File: config.mk
export PLATFORM = sky130hd
export DESIGN_NAME = jtag_tap_responder
export DESIGN_NICKNAME = d
export VERILOG_FILES = /design/src/rtl/jtag_tap_pkg.sv /design/src/rtl/jtag_tap_fsm.sv /design/src/rtl/jtag_tap_responder.sv
export SDC_FILE = /design/constraint.sdc
export NUM_CORES = 1
export LEC_CHECK = 0
export BUFFER_PORTS_ARGS = -buffer_cell sky130_fd_sc_hd__buf_2
export CAP_MARGIN = 40
export CORE_MARGIN = 2
export CORE_UTILIZATION = 43
export CTS_CLUSTER_DIAMETER = 40
export DETAILED_ROUTE_END_ITERATION = 7
export HOLD_SLACK_MARGIN = 0.05
export PLACE_DENSITY_LB_ADDON = 0.25
export SYNTH_ARGS = -nofsm -noshare
export SYNTH_HDL_FRONTEND = slang
export SYNTH_SLANG_ARGS = --single-unit
File: constraint.sdc
create_clock -name i_clk -period 2.2 [get_ports i_clk]
set_input_delay 0.22 -clock i_clk [delete_from_list [all_inputs] [get_ports i_clk]]
set_output_delay 0.22 -clock i_clk [all_outputs]
set_load 0.05 [all_outputs]
File: src/rtl/jtag_tap_pkg.sv
// Shared types and constants for the JTAG TAP responder: TAP state encoding,
// IR opcodes and the decode from IR to the selected data register.
package jtag_tap_pkg;

  localparam int IR_WIDTH = 4;

  localparam logic [IR_WIDTH-1:0] IR_CAPTURE = 4'b0001;
  localparam logic [IR_WIDTH-1:0] OP_IDCODE  = 4'b0001;
  localparam logic [IR_WIDTH-1:0] OP_USER    = 4'b0010;
  localparam logic [IR_WIDTH-1:0] OP_BYPASS  = 4'b1111;

  typedef enum logic [3:0] {
    ST_TLR     = 4'd0,
    ST_RTI     = 4'd1,
    ST_SEL_DR  = 4'd2,
    ST_CAP_DR  = 4'd3,
    ST_SH_DR   = 4'd4,
    ST_EX1_DR  = 4'd5,
    ST_PA_DR   = 4'd6,
    ST_EX2_DR  = 4'd7,
    ST_UPD_DR  = 4'd8,
    ST_SEL_IR  = 4'd9,
    ST_CAP_IR  = 4'd10,
    ST_SH_IR   = 4'd11,
    ST_EX1_IR  = 4'd12,
    ST_PA_IR   = 4'd13,
    ST_EX2_IR  = 4'd14,
    ST_UPD_IR  = 4'd15
  } tap_state_t;

  typedef enum logic [1:0] {
    DR_BYPASS = 2'd0,
    DR_IDCODE = 2'd1,
    DR_USER   = 2'd2
  } dr_sel_t;

  // Unknown opcodes fall back to BYPASS so an undefined IR never corrupts a register.
  function automatic dr_sel_t decode_ir(input logic [IR_WIDTH-1:0] ir);
    dr_sel_t sel;
    case (ir)
      OP_IDCODE: sel = DR_IDCODE;
      OP_USER:   sel = DR_USER;
      default:   sel = DR_BYPASS;
    endcase
    return sel;
  endfunction

endpackage

File: src/rtl/jtag_tap_fsm.sv
// IEEE 1149.1 TAP controller next-state function; purely combinational, the
// state register lives in the parent and only advances on a detected TCK rise.
module jtag_tap_fsm
  import jtag_tap_pkg::*;
(
  input  tap_state_t state,
  input  logic       tms,
  output tap_state_t next_state
);

  always_comb begin
    next_state = state;
    case (state)
      ST_TLR:    next_state = tms ? ST_TLR    : ST_RTI;
      ST_RTI:    next_state = tms ? ST_SEL_DR : ST_RTI;
      ST_SEL_DR: next_state = tms ? ST_SEL_IR : ST_CAP_DR;
      ST_CAP_DR: next_state = tms ? ST_EX1_DR : ST_SH_DR;
      ST_SH_DR:  next_state = tms ? ST_EX1_DR : ST_SH_DR;
      ST_EX1_DR: next_state = tms ? ST_UPD_DR : ST_PA_DR;
      ST_PA_DR:  next_state = tms ? ST_EX2_DR : ST_PA_DR;
      ST_EX2_DR: next_state = tms ? ST_UPD_DR : ST_SH_DR;
      ST_UPD_DR: next_state = tms ? ST_SEL_DR : ST_RTI;
      ST_SEL_IR: next_state = tms ? ST_TLR    : ST_CAP_IR;
      ST_CAP_IR: next_state = tms ? ST_EX1_IR : ST_SH_IR;
      ST_SH_IR:  next_state = tms ? ST_EX1_IR : ST_SH_IR;
      ST_EX1_IR: next_state = tms ? ST_UPD_IR : ST_PA_IR;
      ST_PA_IR:  next_state = tms ? ST_EX2_IR : ST_PA_IR;
      ST_EX2_IR: next_state = tms ? ST_UPD_IR : ST_SH_IR;
      ST_UPD_IR: next_state = tms ? ST_SEL_DR : ST_RTI;
      default:   next_state = ST_TLR;
    endcase
  end

endmodule

File: src/rtl/jtag_tap_responder.sv
// JTAG TAP responder oversampling TCK/TMS/TDI in the i_clk domain; provides
// IDCODE, BYPASS and a USER data register. TAP state and IR exposed for debug.
module jtag_tap_responder
  import jtag_tap_pkg::*;
#(
  parameter logic [31:0] IDCODE     = 32'h020F10DD,
  parameter int          USER_WIDTH = 16
) (
  input  logic                  i_clk,
  input  logic                  i_reset_n,
  input  logic                  i_tck,
  input  logic                  i_tms,
  input  logic                  i_tdi,
  output logic                  o_tdo,
  output logic                  o_tdo_oe,
  input  logic [USER_WIDTH-1:0] i_user_capture,
  output logic [USER_WIDTH-1:0] o_user_dr,
  output logic                  o_user_update,
  output tap_state_t            o_dbg_state,
  output logic [IR_WIDTH-1:0]   o_dbg_ir
);

  // tck_sync_q[1:0] is the 2-FF synchronizer; tck_sync_q[2] is the edge-detect history.
  logic [2:0]            tck_sync_q, tck_sync_d;
  logic [1:0]            tms_sync_q, tms_sync_d;
  logic [1:0]            tdi_sync_q, tdi_sync_d;
  tap_state_t            state_q, state_d, fsm_next;
  logic [IR_WIDTH-1:0]   ir_q, ir_d;
  logic [IR_WIDTH-1:0]   ir_sr_q, ir_sr_d;
  logic [31:0]           idcode_sr_q, idcode_sr_d;
  logic                  bypass_sr_q, bypass_sr_d;
  logic [USER_WIDTH-1:0] user_sr_q, user_sr_d;
  logic [USER_WIDTH-1:0] user_dr_q, user_dr_d;
  logic                  user_update_q, user_update_d;
  logic                  tdo_q, tdo_d;
  logic                  tdo_oe_q, tdo_oe_d;

  logic    tck_rise, tck_fall, tms_s, tdi_s, dr_lsb;
  dr_sel_t dr_sel;

  assign tck_rise = tck_sync_q[1] & ~tck_sync_q[2];
  assign tck_fall = ~tck_sync_q[1] & tck_sync_q[2];
  assign tms_s    = tms_sync_q[1];
  assign tdi_s    = tdi_sync_q[1];
  assign dr_sel   = decode_ir(ir_q);

  jtag_tap_fsm u_fsm (
    .state      (state_q),
    .tms        (tms_s),
    .next_state (fsm_next)
  );

  always_comb begin
    case (dr_sel)
      DR_IDCODE: dr_lsb = idcode_sr_q[0];
      DR_USER:   dr_lsb = user_sr_q[0];
      default:   dr_lsb = bypass_sr_q;
    endcase
  end

  always_comb begin
    tck_sync_d    = {tck_sync_q[1:0], i_tck};
    tms_sync_d    = {tms_sync_q[0], i_tms};
    tdi_sync_d    = {tdi_sync_q[0], i_tdi};
    state_d       = state_q;
    ir_d          = ir_q;
    ir_sr_d       = ir_sr_q;
    idcode_sr_d   = idcode_sr_q;
    bypass_sr_d   = bypass_sr_q;
    user_sr_d     = user_sr_q;
    user_dr_d     = user_dr_q;
    user_update_d = 1'b0;
    tdo_d         = tdo_q;
    tdo_oe_d      = tdo_oe_q;

    if (tck_rise) begin
      state_d = fsm_next;
      case (state_q)
        ST_CAP_IR: ir_sr_d = IR_CAPTURE;
        ST_SH_IR:  ir_sr_d = {tdi_s, ir_sr_q[IR_WIDTH-1:1]};
        ST_CAP_DR: begin
          case (dr_sel)
            DR_IDCODE: idcode_sr_d = IDCODE;
            DR_USER:   user_sr_d   = i_user_capture;
            default:   bypass_sr_d = 1'b0;
          endcase
        end
        ST_SH_DR: begin
          case (dr_sel)
            DR_IDCODE: idcode_sr_d = {tdi_s, idcode_sr_q[31:1]};
            DR_USER:   user_sr_d   = {tdi_s, user_sr_q[USER_WIDTH-1:1]};
            default:   bypass_sr_d = tdi_s;
          endcase
        end
        default: ;
      endcase
    end else if (tck_fall) begin
      tdo_oe_d = 1'b0;
      if (state_q == ST_SH_IR) begin
        tdo_d    = ir_sr_q[0];
        tdo_oe_d = 1'b1;
      end else if (state_q == ST_SH_DR) begin
        tdo_d    = dr_lsb;
        tdo_oe_d = 1'b1;
      end
      if (state_q == ST_UPD_IR) ir_d = ir_sr_q;
      if (state_q == ST_UPD_DR && dr_sel == DR_USER) begin
        user_dr_d     = user_sr_q;
        user_update_d = 1'b1;
      end
    end

    if (state_d == ST_TLR) ir_d = OP_IDCODE;
  end

  always_ff @(posedge i_clk or negedge i_reset_n) begin
    if (!i_reset_n) begin
      tck_sync_q    <= '0;
      tms_sync_q    <= '0;
      tdi_sync_q    <= '0;
      state_q       <= ST_TLR;
      ir_q          <= OP_IDCODE;
      ir_sr_q       <= '0;
      idcode_sr_q   <= '0;
      bypass_sr_q   <= 1'b0;
      user_sr_q     <= '0;
      user_dr_q     <= '0;
      user_update_q <= 1'b0;
      tdo_q         <= 1'b0;
      tdo_oe_q      <= 1'b0;
    end else begin
      tck_sync_q    <= tck_sync_d;
      tms_sync_q    <= tms_sync_d;
      tdi_sync_q    <= tdi_sync_d;
      state_q       <= state_d;
      ir_q          <= ir_d;
      ir_sr_q       <= ir_sr_d;
      idcode_sr_q   <= idcode_sr_d;
      bypass_sr_q   <= bypass_sr_d;
      user_sr_q     <= user_sr_d;
      user_dr_q     <= user_dr_d;
      user_update_q <= user_update_d;
      tdo_q         <= tdo_d;
      tdo_oe_q      <= tdo_oe_d;
    end
  end

  assign o_tdo         = tdo_q;
  assign o_tdo_oe      = tdo_oe_q;
  assign o_user_dr     = user_dr_q;
  assign o_user_update = user_update_q;
  assign o_dbg_state   = state_q;
  assign o_dbg_ir      = ir_q;

endmodule

==> flow_summary.toml <==
[sta]
finalMaxSlewViolations = 0
period_needed_ns = 1.90
finalHoldWorstSlack_ns = 0.134
hold_violations = 0
rsz0062_at_grt = "false"
tightest_slew_ns = 0.550
setup_viol = 0
slew_headroom_pct = 63.4
fin_worst_skew_ns = 0.0111
worst_slack_ns = 0.302
fin_crit_sh_pct = 86.3
timing.fmax_mhz = 527
tns_ns = 0

[yosys]
synth_most_common_cell = "dfrtp_1"
syn_area_sq_um = 3780
synth_nets = 383
ys_top_cells_by_area = "dfrtp_1 57%, nand2_1 7.5%, o21ai_1 6.8%, mux2i_1 5.0%, mux2_1 2.7%"
synth_seq_cells = 87
ys.flop_type = "dfrtp_1"
synth_top_area_share_pct = 56.9
syn_inst = 360
syn_area_per_cell_sq_um = 10.5
ys_async_sr_fraction_pct = 100
synth_edf_count = 0
yosys_warnings = 0
synth_top_area_cell = "dfrtp_1"
synth.top_cells.by_count = "86 x dfrtp_1, 76 x nand2_1, 51 x o21ai_1"
ys_seq_area_share_pct = 57.6
ys_types = 44

[clock_tree]
clk_pin_slew_ns = 0.09
root_buffer = "clkbuf_8"
htreeDepth = 3
clock_latency_ns = 0.35
cts_buffer_depth = 2
postCtsSetupRepairBufs = 0
cts_buffers = 9
cts.sinks = 87
cts_tree = "yes"

[worst_setup_path]
end_kind = "register"
critPathSlowestCell = "dfstp_2"
path_max_fanout = 17
r2r_slack_ns = 0.30
max_stage_delay_ns = 0.55
crit_type = "register to register"
required_ns = 2.44
start_kind = "register"
crit_chain = "nor4b_2 -> inv_1 -> ha_1 -> nand4_4 -> mux2_2"
r2r_start = "o_dbg_ir[0]$_DFFE_PN1P_"
rr_endpoint = "o_user_dr[13]$_DFFE_PN0P_"
cp.arrival_ns = 2.13
reg2reg_depth = 5

[floorplanning]
io_pins = 48
placementRows = 34
die_w_um = 97.8
dieArea_sq_um = 9560
die_h_um = 97.8
start_util_pct = 43.8
coreArea_sq_um = 8640

[grt]
grt_pass1_wl_um = 12800
grtUsageTotal_pct = 16.5
grt_max_degree = 57
grt_antenna_before_repair = 0
gr-total-overflow = 0
grt_pass1_vias = 2662

[drt]
wl_per_cell_um = 13.8
drc = 0
drtAntennaViolNets = 0
drt-initial-drc-count = 145
vias = 2660
drt_pass1_iterations = 4
via_per_inst = 5.09
wl_um = 7200

[finish]
drive_gt1_share_pct = 22.7
syn2layout_area_growth_pct = 17.5
final_nets = 433
diodes = 0

[run_status]
status = "completed"

[place]
dp_slack_ns = 0.178
place_congestion = 0.777
hpwl_um = 4900
port_buffers = 47

[worst_hold_path]
hp-class = "primary input to register"
hold_end = "user_sr_q[11]$_DFFE_PN0P_"
whs_path_depth = 3
hp-start = "i_user_capture[11]"

[run]
maxCapViolations = 0

[power]
leakagePower_nw = 2.14
powerDensity_nw_per_um2 = 1000
irDropWorstVdd_v = 0.000684
-- sequential cells by signal, summed over array words and instances (netlist names) --
register	flops
o_dbg_state	4
tms_sync_q	2
o_dbg_ir	4
o_tdo_oe	1
ir_sr_q	4
tck_sync_q	3
idcode_sr_q	32
o_user_dr	16
o_user_update	1
bypass_sr_q	1
user_sr_q	16
o_tdo	1
tdi_sync_q	2
-- power by group --
group	internal (W)	switching, W	leakage [nW]	total (W)
clock network	0.000574	0.000597	0.105	0.00117
registers	0.00181	0.000215	1.08	0.00203
logic	0.000450	0.000809	0.954	0.00126
-- timing repair --
item | CTS | global route
resized for setup | 0 | 1
hold endpoints to repair | 42 | 0
hold buffers | 4 | 0
setup endpoints to repair | 0 | 18
-- critical path: cells and delay by family, from the launching register on --
kind | cells | cell delay, ns
mux | 1 | 0.37
fa+ha+maj | 1 | 0.28
flops | 1 | 0.55
simple gates | 2 | 0.50
buf+inv | 1 | 0.08
-- worst max path at each step --
stage / to / depth (start not counted) / slack, ns / from
after floorplan: o_user_dr[0]$_DFFE_PN0P_ / 6 / 0.1 / o_dbg_ir[0]$_DFFE_PN1P_
after global placement: o_user_dr[9]$_DFFE_PN0P_ / 5 / 0.20 / o_dbg_ir[0]$_DFFE_PN1P_
after detailed placement: o_user_dr[13]$_DFFE_PN0P_ / 5 / 0.18 / o_dbg_ir[0]$_DFFE_PN1P_
after CTS: o_user_dr[13]$_DFFE_PN0P_ / 5 / 0.16 / o_dbg_ir[0]$_DFFE_PN1P_
after global routing: o_user_dr[2]$_DFFE_PN0P_ / 5 / 0.15 / o_dbg_ir[0]$_DFFE_PN1P_
final: o_user_dr[13]$_DFFE_PN0P_ / 5 / 0.30 / o_dbg_ir[0]$_DFFE_PN1P_
-- metrics by stage --
step | util (%) | power [W] | area [sq um] | std cells
floorplan | - | 0.00295 | 3780 | 360
global placement | 48.4 | 0.00329 | 4180 | 503
detailed placement | 48.4 | 0.00333 | 4180 | 503
CTS | 51.4 | 0.00451 | 4440 | 523
global route | 51.4 | 0.00475 | 4440 | 523
finish | 51.4 | 0.00446 | 4440 | 523
-- area by class of cell --
cell class	count	area [sq um]
fillers	791	4190
flip-flops and latches	87	2180
multi-input cells	243	1480
repair buffers	62	410
clock buffers	10	138
well taps	108	135
clock inverters	6	75.1
inverters	7	26.3
-- per-layer routing --
metal | track usage (%) | part of all wire (%)
met5 | 0 | 0
met4 | 4.17 | 0.81
met3 | 4.37 | 3.1
met2 | 26.9 | 49
met1 | 22.2 | 47
-- layout by cell type, fill, tap and decap left out, drive strengths merged, types with 2 or more instances in the layout --
cell type    instances
nor3                 2
inv                 10
nand2b               3
ha                   2
nor2b                6
nor4b                2
a21oi                8
mux2i               19
o21ai               59
nand2               76
nand4                3
buf                 58
clkbuf              10
nand3                2
nor2                21
and2                 2
o2111ai              4
dlygate4sd3          4
mux2                18
dfrtp               86
a31oi                2
-- logic make-up after synthesis --
family                   Yosys count  synth area share [%]
flip-flops                        87                  57.6
adder cells (fa/ha/maj)            2                 0.662
multiplexers                      37                  10.4
AND/OR/NAND/NOR                  124                  15.1
buffers and inverters             30                  3.94
AO/OA/AOI/OAI                     80                  12.2
(Power assumes the default switching activity.)
